<file path="src/rtl/cdc_pkg.sv">
// Shared types and parameter floors for the MCP toggle-handshake crossing.
package cdc_pkg;

  typedef enum logic [1:0] {
    IDLE     = 2'd0,
    SETTLE   = 2'd1,
    WAIT_ACK = 2'd2
  } cdc_src_state_e;

  localparam int SYNC_DEPTH_MIN = 2;
  localparam int MCP_DELAY_MIN  = 1;

endpackage

</file>
<file path="src/rtl/cdc_ack_sync.sv">
// Flop-chain synchronizer for the returning ack toggle; SYNC_DEPTH cycles of latency.
module cdc_ack_sync
  import cdc_pkg::*;
#(
  parameter int SYNC_DEPTH = 2
) (
  input  logic i_clk,
  input  logic i_rst,
  input  logic i_d,
  output logic o_q
);

  logic [SYNC_DEPTH-1:0] r_chain;

  if (SYNC_DEPTH < SYNC_DEPTH_MIN) begin : g_bad_depth
    $error("cdc_ack_sync: SYNC_DEPTH must be >= %0d", SYNC_DEPTH_MIN);
  end

  always_ff @(posedge i_clk) begin
    if (i_rst) begin
      r_chain <= '0;
    end else begin
      r_chain <= {r_chain[SYNC_DEPTH-2:0], i_d};
    end
  end

  assign o_q = r_chain[SYNC_DEPTH-1];

endmodule

</file>
<file path="src/rtl/cdc_mcp_src.sv">
// Source side of a toggle req/ack multi-cycle-path crossing: holds the word, flips req after
// MCP_DELAY cycles, completes when the synchronized ack matches; s_ready low while a word is in flight.
module cdc_mcp_src
  import cdc_pkg::*;
#(
  parameter int DATA_WIDTH = 8,
  parameter int SYNC_DEPTH = 2,
  parameter int MCP_DELAY  = 2
) (
  input  logic                  i_clk,
  input  logic                  i_rst,
  input  logic                  i_s_valid,
  output logic                  o_s_ready,
  input  logic [DATA_WIDTH-1:0] i_s_data,
  output logic [DATA_WIDTH-1:0] o_mcp_data,
  output logic                  o_mcp_req,
  input  logic                  i_mcp_ack,
  output logic                  o_busy,
  output logic                  o_done,
  output logic                  o_proto_err
);

  localparam int                 CNT_W    = $clog2(MCP_DELAY + 1);
  localparam logic [CNT_W-1:0]   CNT_LAST = CNT_W'(MCP_DELAY - 1);

  if (MCP_DELAY < MCP_DELAY_MIN) begin : g_bad_delay
    $error("cdc_mcp_src: MCP_DELAY must be >= %0d", MCP_DELAY_MIN);
  end

  cdc_src_state_e        r_state, w_state_nxt;
  logic [CNT_W-1:0]      r_cnt, w_cnt_nxt;
  logic [DATA_WIDTH-1:0] r_mcp_data, w_mcp_data_nxt;
  logic                  r_mcp_req, w_mcp_req_nxt;
  logic                  r_done, w_done_nxt;
  logic                  r_proto_err;
  logic                  r_ack_d;
  logic                  w_ack_s;
  logic                  w_ack_edge;

  cdc_ack_sync #(
    .SYNC_DEPTH(SYNC_DEPTH)
  ) u_ack_sync (
    .i_clk(i_clk),
    .i_rst(i_rst),
    .i_d  (i_mcp_ack),
    .o_q  (w_ack_s)
  );

  assign w_ack_edge = w_ack_s ^ r_ack_d;

  always_comb begin
    w_state_nxt    = r_state;
    w_cnt_nxt      = r_cnt;
    w_mcp_data_nxt = r_mcp_data;
    w_mcp_req_nxt  = r_mcp_req;
    w_done_nxt     = 1'b0;
    case (r_state)
      IDLE: begin
        if (i_s_valid) begin
          w_mcp_data_nxt = i_s_data;
          w_cnt_nxt      = '0;
          w_state_nxt    = SETTLE;
        end
      end
      SETTLE: begin
        if (r_cnt == CNT_LAST) begin
          w_mcp_req_nxt = ~r_mcp_req;
          w_state_nxt   = WAIT_ACK;
        end else begin
          w_cnt_nxt = r_cnt + 1'b1;
        end
      end
      WAIT_ACK: begin
        if (w_ack_s == r_mcp_req) begin
          w_done_nxt  = 1'b1;
          w_state_nxt = IDLE;
        end
      end
      default: w_state_nxt = IDLE;
    endcase
  end

  always_ff @(posedge i_clk) begin
    if (i_rst) begin
      r_state     <= IDLE;
      r_cnt       <= '0;
      r_mcp_data  <= '0;
      r_mcp_req   <= 1'b0;
      r_done      <= 1'b0;
      r_proto_err <= 1'b0;
      r_ack_d     <= 1'b0;
    end else begin
      r_state     <= w_state_nxt;
      r_cnt       <= w_cnt_nxt;
      r_mcp_data  <= w_mcp_data_nxt;
      r_mcp_req   <= w_mcp_req_nxt;
      r_done      <= w_done_nxt;
      r_ack_d     <= w_ack_s;
      // An ack edge is only legitimate while a request is outstanding.
      r_proto_err <= w_ack_edge && (r_state != WAIT_ACK);
    end
  end

  assign o_s_ready   = (r_state == IDLE) && !i_rst;
  assign o_busy      = (r_state != IDLE);
  assign o_mcp_data  = r_mcp_data;
  assign o_mcp_req   = r_mcp_req;
  assign o_done      = r_done;
  assign o_proto_err = r_proto_err;

endmodule
</file>
<file path="config.mk">
export PLATFORM = sky130hd
export DESIGN_NAME = cdc_mcp_src
export DESIGN_NICKNAME = d
export VERILOG_FILES = /design/src/rtl/cdc_pkg.sv /design/src/rtl/cdc_ack_sync.sv /design/src/rtl/cdc_mcp_src.sv
export SDC_FILE = /design/constraint.sdc
export NUM_CORES = 1
export LEC_CHECK = 0
export ABC_AREA = 1
export CAP_MARGIN = 5
export CORE_AREA = 2 2 39 41
export CTS_CLUSTER_SIZE = 16
export DETAILED_ROUTE_END_ITERATION = 10
export DIE_AREA = 0 0 41 43
export DONT_BUFFER_PORTS = 1
export PLACE_DENSITY = 0.67
export SLEW_MARGIN = 40
export SYNTH_ARGS = -nofsm -noshare
export SYNTH_HDL_FRONTEND = slang
export SYNTH_SLANG_ARGS = --single-unit
</file>
<file path="constraint.sdc">
create_clock -name i_clk -period 1.2 [get_ports i_clk]
set_input_delay 0.12 -clock i_clk [delete_from_list [all_inputs] [get_ports i_clk]]
set_output_delay 0.12 -clock i_clk [all_outputs]
set_load 0.02 [all_outputs]
</file>
### Word-level counts from Yosys, hierarchy flattened

Index checks and enable logic that the tools add are counted.

| storage, ports and cells | value |
|---|---|
| bits of input ports | 12 |
| bits in registers | 18 |

| operators by class | value |
|---|---|
| mux-type cells | 8 |
| $add $sub $neg | 1 |
| bitwise operators | 3 |
| reductions and logical operators | 11 |
| eq/ne operators | 9 |

Operator list:

| kind | number |
|---|---|
| 2-bit 2-to-1 mux | 5 |
| 2-bit != test (second input constant) | 5 |
| 2-bit one-hot mux with 3 select lines | 1 |
| 3-bit AND reduction | 2 |
| 2-bit by 1-bit == test with 1-bit output (second input constant) | 2 |
| 2-bit one-hot mux with 2 select lines | 1 |
| 2-bit AND reduction | 2 |
| 2-bit nonzero test | 2 |
| 2-bit by 1-bit adder with 2-bit output (second input constant) | 1 |
| 2-bit == test (second input constant) | 1 |
| 1-bit logical AND | 2 |
| 2-bit zero test | 1 |
| 1-bit NOT | 2 |
| 2-bit OR reduction | 1 |
| 1-bit == test | 1 |
| 1-bit zero test | 1 |
| 1-bit 2-to-1 mux | 1 |
| 1-bit XOR | 1 |

### Logic depth before layout (Yosys ltp)

| logic depth | value |
|---|---|
| word-level depth | 3 |
| gate-level depth with buffers | 7 |

### Modules after synthesis

From an unflattened synthesis, not the netlist that was laid out.

| second synthesis, totals | value |
|---|---|
| cells, all modules | 88 |
| area, all modules | 683.2 µm² |

Modules (own cells, without submodules):

| module | cells each | instances | area each (µm²) |
|---|---|---|---|
| cdc_mcp_src | 82 | 1 | 628.1 |
| cdc_ack_sync | 6 | 1 | 55.1 |

### Worst setup path after synthesis

Ideal clock, no wire load.

| timing | value |
|---|---|
| kind | register to register |
| start | register r_cnt[1] |
| end | register r_cnt[0] |
| setup slack | 132 ps |
| buffers on the path | 0 |
| data required time | 1087 ps |
| data arrival time | 955 ps |
| stages on the path, launching flop included | 7 |
| setup time | 113 ps |
| clock period less this slack | 1068 ps |
| path through | dfxtp_1 -> inv_1 -> ha_1 -> a21oi_1 -> nand2_1 -> nor2_1 -> nor2_1 |

| on the way | value |
|---|---|
| cells in the longest elaborated chain, start to end | 3 |

Ends and longest elaborated chain:

| item | RTL line | source |
|---|---|---|
| start: declaration | cdc_mcp_src.sv:31 | `logic [CNT_W-1:0] r_cnt, w_cnt_nxt;` |
| start signal: assignment | cdc_mcp_src.sv:94 | `r_cnt <= w_cnt_nxt;` |
| 2-bit by 1-bit == test with 1-bit output | cdc_mcp_src.sv:66 | `if (r_cnt == CNT_LAST) begin` |
| 2-bit != test (no line) | n/a |  |
| 3-bit AND reduction (no line) | n/a |  |

No other way between the ends.
A chain may end at the register's enable or synchronous reset.

### Worst setup path in the final report

| timing | value |
|---|---|
| start | register r_state[0] |
| end | output o_s_ready |

| on the way | value |
|---|---|
| cells in the longest elaborated chain, start to end | 2 |

Ends and longest elaborated chain:

| item | RTL line | source |
|---|---|---|
| start: declaration | cdc_mcp_src.sv:30 | `cdc_src_state_e r_state, w_state_nxt;` |
| start signal: assignment | cdc_mcp_src.sv:93 | `r_state <= w_state_nxt;` |
| 2-bit zero test | cdc_mcp_src.sv:104 | `assign o_s_ready = (r_state == IDLE) && !i_rst;` |
| 1-bit logical AND | cdc_mcp_src.sv:104 |  |
| end: declaration | cdc_mcp_src.sv:13 | `output logic o_s_ready,` |

No other way between the ends.

==> reports/metrics.csv <==
metric,value,unit
status,finished clean,
"Min Clock Period, post-route",1.15,ns
clock transition at the registers of the reported paths,0.10,ns
cell breakdown of the critical path,nor2_4 -> inv_1 -> nor2_1 -> buf_4,
Tot Pwr,0.00128,W
Routed Antenna Nets,0,
total track usage,18.1,%
grt ovf,0,
initial antenna violation count,0,
largest net degree at the start of global routing,12,
"Max FO, Critical Path",2,
reg2reg start,r_cnt[1],
clk sink count,18,
Layout Nets,118,
# diodes,0,
first-pass GRT wire length,2150,um
Final Setup Violations,0,
Final Skew,0.00132,ns
CTS buffer count,3,
crit path launch type,flop,
clk_lat worst skew,0.28,ns
sequential share of the synthesized area,52.8,%
Routability Congestion,0.710,
vias in the first global route,553,
Post-Syn Instances,91,
clk buf depth,2,
CP Data Required Time,1.08,ns
setup TNS,0,ns
TritonCTS clock tree,built,
hold depth,2,
fillers,124,
critical setup path kind,flop to output pin,
total wire length,1270,um
Worst-Margin Slew,0.244,ns
Peak VDD IR,821,uV
synthesized area,682,um2
Area Growth Syn to Fin,22.9,%
PwrDens,1520,nW/um2
DR iter-0 viols,4,
Vias/cell,4.91,
Synth warnings,0,
Die Ht,43,um
Slew Limit Headroom,83.7,%
#FFs+latches synth,18,
root buf cell,clkbuf_4,
I/O Pins,25,
hpwl dp,871,um
fin. max-slew vios,0,
Hold Crit Endpoint,o_mcp_data[6],
Post-Syn Area per Cell,7.49,um2
slowest CP cell,dfxtp_4,
layout cell share with drive strength beyond 1,14.4,%
die width,41,um
Final Cycle Share,95.7,%
Placeable Area,1380,um2
row count,14,
Final Hold Viols,0,
port bufs,0,
via count,589,
initial cell density of the core,49.3,%
critical path arrival,1.03,ns
wire per inst,10.6,um
count of cell types in the netlist,16,
HP Class,input pin to flop,
Hold Crit Start,i_s_data[6],
Syn Nets,104,
R2R depth,6,
Fmax,0.871,GHz
Worst Setup End Kind,output pin,
Register-to-Register Setup Slack,0.07,ns
Buffers & Inverters on Critical Path,2,
H-tree levels,1,
drc violations,0,
max incr delay on CP,0.36,ns
max-cap viol count,0,
Reg-to-Reg End,r_cnt[0],
critical path's top delay family,flip-flops,
Pre-antenna DRT Iters,4,
Die ar.,1760,um2
Leak,0.385,nW
## placed cells by master (no fill, tap or decap), types with 3 or more instances in the layout
cell type      instances
nor2_1                25
dfxtp_1               17
inv_1                 11
nand2_1               10
o21ai_0                9
dlygate4sd3_1          6
buf_4                  5
nand3_1                4
a21oi_1                4
clkbuf_4               3
## per-layer routing
layer  wire length (um)  vias to the layer above  GRT usage, %  share of wire, %
li1                   -                      309             -                 -
met1                496                      258          18.6                39
met2                663                       18          29.4                52
met3                 76                        4          5.24               6.0
met4                 35                        0          12.0               2.8
met5                  0                        -             0                 0
## where the power goes
group / leakage [nW] / total, W / internal, W / switching (W)
sequential: 0.149 / 0.000709 / 0.000645 / 0.0000646
combinational: 0.215 / 0.000202 / 0.0000887 / 0.000113
clock: 0.0210 / 0.000364 / 0.000185 / 0.000179
total: 0.385 / 0.00128 / 0.000918 / 0.000357
## cell usage after synthesis, drive strengths merged
cell type	instances	share of area (%)
o21ai	9	6.6
inv	13	7.5
xnor2	1	1.3
nand2	11	6.4
nor3	1	0.73
nand3	4	2.9
nor2	26	15
ha	1	1.8
buf	1	0.73
clkbuf	1	0.73
dfxtp	18	53
a21oi	5	3.7
## cells by family after synthesis
kind of cell | after synthesis | synth area share (%)
AOI/OAI and AO/OA | 14 | 10.3
xor gates and xnor gates | 1 | 1.28
adders and majority gates | 1 | 1.83
buffers and inverters | 15 | 8.99
DFF | 18 | 52.8
and+or+nand+nor | 42 | 24.8
## layout make-up
type	instances	area, um2	area share [%]
Timing Repair Buffer	11	97.6	11.6
Multi-Input combinational cell	58	269	32.1
Clock buffer	4	36.3	4.33
Sequential cell	18	364	43.4
Tap cell	16	20.0	2.39
Inverter	13	51.3	6.12
## worst reg2reg max path, cell delays in order, from the launching register on
cell	delay, ns
dfxtp_1	0.34
inv_1	0.04
ha_1	0.22
a21oi_2	0.20
nand2_1	0.09
nor2_1	0.09
nor2_1	0.05
## metrics by stage
step	utilization [%]	hold slack, ns	instance area (um2)	std cells	worst slack, ns
2_1_floorplan	-	0.227	682	91	0.132
3_3_place_gp	51.6	0.192	714	108	0.105
3_5_place_dp	51.6	0.193	714	108	0.0563
4_1_cts	59.2	0.000244	820	119	0.0151
5_1_grt	60.6	0.0266	838	120	-0.00357
6_report	60.6	0.00375	838	120	0.0521
## how the worst max path moves through the flow
stage,start,cells after the start,end
floorplan,r_cnt[1],6,r_cnt[0]
global placement,r_cnt[1],6,r_cnt[0]
detailed placement,r_cnt[1],6,r_cnt[0]
CTS,r_state[0],4,o_s_ready
global route,r_cnt[1],6,r_cnt[0]
finish,r_state[0],4,o_s_ready
## registers in the layout (all words and copies together) (netlist names)
name                flops
o_mcp_req               1
r_cnt                   2
o_done                  1
o_proto_err             1
u_ack_sync.r_chain      2
r_state                 2
o_mcp_data              8
r_ack_d                 1
## timing repair
action / 4_1_cts / 5_1_grt
gates resized for setup: 1 / 3
endpoints found under the setup margin: 1 / 4
setup buffers: 1 / 1
gates cloned: 0 / 0
pin swaps: 1 / 0
hold buffers: 6 / 0
hold endpoints to repair: 11 / 0
Power figures use the tool's default switching activity.
==> patch 1 (same settings) <==
`DATA_WIDTH`: 8 -> 10.
--- a/src/rtl/cdc_mcp_src.sv
+++ b/src/rtl/cdc_mcp_src.sv
@@ -4,5 +4,5 @@
   import cdc_pkg::*;
 #(
-  parameter int DATA_WIDTH = 8,
+  parameter int DATA_WIDTH = 10,
   parameter int SYNC_DEPTH = 2,
   parameter int MCP_DELAY  = 2
Interface: changed (resized i_s_data and o_mcp_data); port bits go from 25 to 29. The function was not compared with the original's and may differ.
==> patch 1 against the unedited design <==
  * Wire length increased by 9.1%
  * Sequential power increased by 11%
  * Total power is 10% higher
  * Non-clock buffer count is 6 higher
  * Design area increased by 15%
  * Die area is the same
  * Core utilization is 9.0 points higher
  * Global-route usage down 0.81 points
  * Via count up 8.3%
  * Sequential cell count is 2 higher
  * Critical endpoint unchanged
  * Highest routed layer unchanged
  * Critical path type unchanged
  * Setup slack got worse by 35 ps
  * Largest cell class unchanged
  * Synthesized area up 12%
  * Clock power increased by 4%
  * Register-to-register slack better by 80 ps
==> patch 1: results <==
group,metric,value,unit
setup_path,rr_startpoint,"r_state[1]",
worst_hold_path,min_from,"i_s_valid",
logic_synthesis,ys_seq_area_frac,0.525,
routing,via_per_inst,4.83,
cells_and_area,drive_gt1_frac,0.138,
logic_synthesis,synthXorXnorAreaFrac,0.0115,
cells_and_area,largest_register_ffs,10,
setup_path,reg2regPathDepth,5,
routing,via_count,638,
logic_synthesis,synth_compound_area_frac,0.103,
global_route,grt_start_max_net_pins,14,
cells_and_area,areaGrowthSynthToFinish,26.4,%
cells_and_area,buffers_excl_clock,17,
placed_design,pre_cts_slack,78.5,ps
pwr,p_leak,0.433,nW
logic_synthesis,synthAdderAreaFrac,0.0164,
clock_network,clock_sinks,20,
global_route,grt_pass1_wl,2.06,mm
cells_and_area,fillers,115,
global_route,grt_usage,0.172,
cells_and_area,multi_input_area_share,0.305,
cells_and_area,fin_nets,132,
cells_and_area,buf_share,0.164,
setup_path,rrSetupSlack,150,ps
cells_and_area,inverters,12,
setup_path,crit_fanout,3,
global_route,met3_usage,0.0471,
logic_synthesis,synth_area_leaders,"dfxtp_1 53%, nor2_1 14%, o21ai_1 5.9%",
global_route,grt_pass1_vias,543,
routing,routedWlPerCell,10.5,microns
setup_path,reg2reg_to,"o_mcp_data[3]",
sta,slew_headroom,0.761,
cells_and_area,multiInputCombCellCount,63,
logic_synthesis,yosysUniqueCellTypes,18,
pwr,intPower,1.01,mW
sta,timing.hold.ws,71.5,ps
pwr,vdd_drop_max,0.905,mV
placed_design,placed_cells,114,
worst_hold_path,hold_path_depth,4,
status,status,"finished, final reports clean",
cells_and_area,seq_area_frac,0.423,
cells_and_area,utilization,0.696,
sta,skew,2.41,ps
worst_hold_path,hold-path-endpoint,"r_state[0]",
logic_synthesis,synth_common_cells,"29 x nor2_1, 20 x dfxtp_1, 11 x inv_1, 9 x o21ai_1, 8 x nand2_1",
cells_and_area,multi_input_area,294,sq um
placed_design,place_congestion,0.780,
==> patch 1: changes by cell type after synthesis, moves of 2 or more <==
cell	before	now
o21ai_0	9	1
nand2_1	10	8
o21ai_1	0	9
nor2_1	25	29
buf_6	0	2
dfxtp_1	18	20
==> patch 1: per-layer routing <==
| metal | up-vias | wire length [microns] |
|---|---|---|
| met1 | 280 | 628 |
| met5 | - | 0 |
| li1 | 340 | - |
| met4 | 0 | 13 |
| met2 | 16 | 672 |
| met3 | 2 | 73 |
==> patch 1: power by group through the flow <==
stage / combinational (mW) / clock (mW) / sequential (mW)
floorplan: 0.157 / 0 / 0.802
global placement: 0.177 / 0 / 0.806
detailed placement: 0.181 / 0 / 0.807
CTS: 0.228 / 0.393 / 0.790
global route: 0.269 / 0.416 / 0.797
finish: 0.235 / 0.380 / 0.788
==> patch 1: how the worst max path moves through the flow <==
stage / end / depth (start not counted) / from / slack, ps
floorplan: o_s_ready / 3 / r_state[0] / 180
global placement: o_mcp_data[7] / 5 / r_state[0] / 90
detailed placement: o_mcp_data[3] / 5 / r_state[0] / 80
CTS: o_s_ready / 4 / r_state[0] / 4
global route: o_s_ready / 4 / r_state[1] / -60
finish: o_s_ready / 4 / r_state[1] / 20
==> patch 1: what timing repair did <==
| action | 4_1_cts | 5_1_grt |
|---|---|---|
| gates resized for setup | 3 | 4 |
| gates cloned | 0 | 0 |
| pin swaps | 1 | 1 |
| buffers inserted | 1 | 1 |
| setup endpoints to repair | 1 | 4 |
| endpoints found under the hold margin | 17 | 0 |
| hold buffers | 12 | 0 |
==> patch 1: critical path, cell delays in order (launching register included) <==
cell and delay, ps:
dfxtp_4 370, nor2_4 130, inv_2 40, nor2_1 80, buf_4 140
==> patch 2 (same settings) <==
Made on the original files. Encoding of `cdc_src_state_e`: now one-hot (3 bits for 3 states).
--- a/src/rtl/cdc_pkg.sv
+++ b/src/rtl/cdc_pkg.sv
@@ -2,8 +2,8 @@
 package cdc_pkg;
 
-  typedef enum logic [1:0] {
-    IDLE     = 2'd0,
-    SETTLE   = 2'd1,
-    WAIT_ACK = 2'd2
+  typedef enum logic [2:0] {
+    IDLE     = 3'b001,
+    SETTLE   = 3'b010,
+    WAIT_ACK = 3'b100
   } cdc_src_state_e;
 
Function: same outputs for any inputs over 10 cycles, from zero or initial values and one cycle with i_rst high; not proved beyond that.
==> patch 2 against the unedited design <==
  * Critical endpoint unchanged
  * Critical path type unchanged
  * Highest routed layer unchanged
  * Wire length up 29%
  * Sequential share of layout area shrank 2.3 points
  * Total power rose by 3.1%
  * Sequential cell count rose by 1
  * Setup slack lost 14 ps
  * Synthesized area rose by 7.3%
  * Synthesized cell count grew 1.1%
  * Design area is 13% higher
  * Worst hold slack gained 35 ps
  * Critical path depth unchanged
==> patch 2: results <==
group,metric,value,unit
status,status,"finished, final reports clean",
logic_synthesis,yosysUniqueCellTypes,17,
routing,drt_wl_total,1.64,mm
global_route,grt_start_max_net_pins,15,
placed_design,post-dp-hpwl,935,microns
sta,timing.hold.ws,38.7,ps
routing,first_iter_violations,7,
logic_synthesis,ys_seq_area_frac,0.520,
routing,first_pass_iters,4,
placed_design,post_dp_cell_area,761,sq um
placed_design,portBuffers,0,
routing,via_per_inst,5.36,
cells_and_area,drive_gt1_frac,0.191,
pwr,vdd_drop_max,0.734,mV
worst_hold_path,hold_path_depth,3,
setup_path,reg2regPathDepth,7,
setup_path,crit_fanout,4,
pwr,pg_comb,0.242,mW
worst_hold_path,hold-path-endpoint,"o_done",
global_route,grt_pass1_wl,2.60,mm
setup_path,startpoint,"r_state[1]",
pwr,intPower,0.918,mW
setup_path,endpoint,"o_s_ready",
logic_synthesis,synth_area_leaders,"dfxtp_1 52%, nor2_1 14%, o21ai_1 4.8%",
placed_design,pre_cts_slack,69.3,ps
placed_design,place_congestion,0.783,
pwr,p_leak,0.406,nW
cells_and_area,stdcell_count,126,
sta,skew,0.884,ps
logic_synthesis,ys_warn_count,0,
pwr,pg_clk,0.313,mW
worst_hold_path,min_from,"i_rst",
global_route,grt_pass1_vias,645,
logic_synthesis,synth_common_cells,"28 x nor2_1, 19 x dfxtp_1, 7 x inv_1, 7 x o21ai_1",
sta,max_freq,0.861,GHz
cells_and_area,fin_nets,124,
setup_path,rrSetupSlack,60,ps
pwr,total_power,1.32,mW
placed_design,placed_cells,109,
patch 2: timing repair:
item	in CTS	in global routing
hold buffers	11	0
hold endpoints to repair	15	0
setup endpoints to repair	2	7
buffers inserted	2	0
pin swaps	2	5
gates resized for setup	8	4
patch 2: final cells by class:
class	count	area [sq um]
Timing Repair Buffer	17	155
Clock buffer	4	26.3
Tap cell	16	20.0
Fill cell	114	437
Multi-Input combinational cell	60	314
Sequential cell	19	389
Inverter	10	42.5
patch 2: cells by family (layout without fill, tap and decap cells):
family | count (synthesis) | count (layout) | share of synthesized area
AND/OR/NAND/NOR | 43 | 43 | 0.260
flip-flops | 19 | 19 | 0.520
AO/OA/AOI/OAI | 14 | 14 | 0.0991
buffers and inverters | 13 | 31 | 0.0803
XOR/XNOR | 2 | 2 | 0.0239
adder cells (fa/ha/maj) | 1 | 1 | 0.0171
patch 2: per-layer routing:
metal,wire length (microns),global-route usage,part of all wire
met4,46,0.147,0.028
met5,0,0,0
met3,100,0.0628,0.061
met1,656,0.248,0.40
met2,832,0.341,0.51
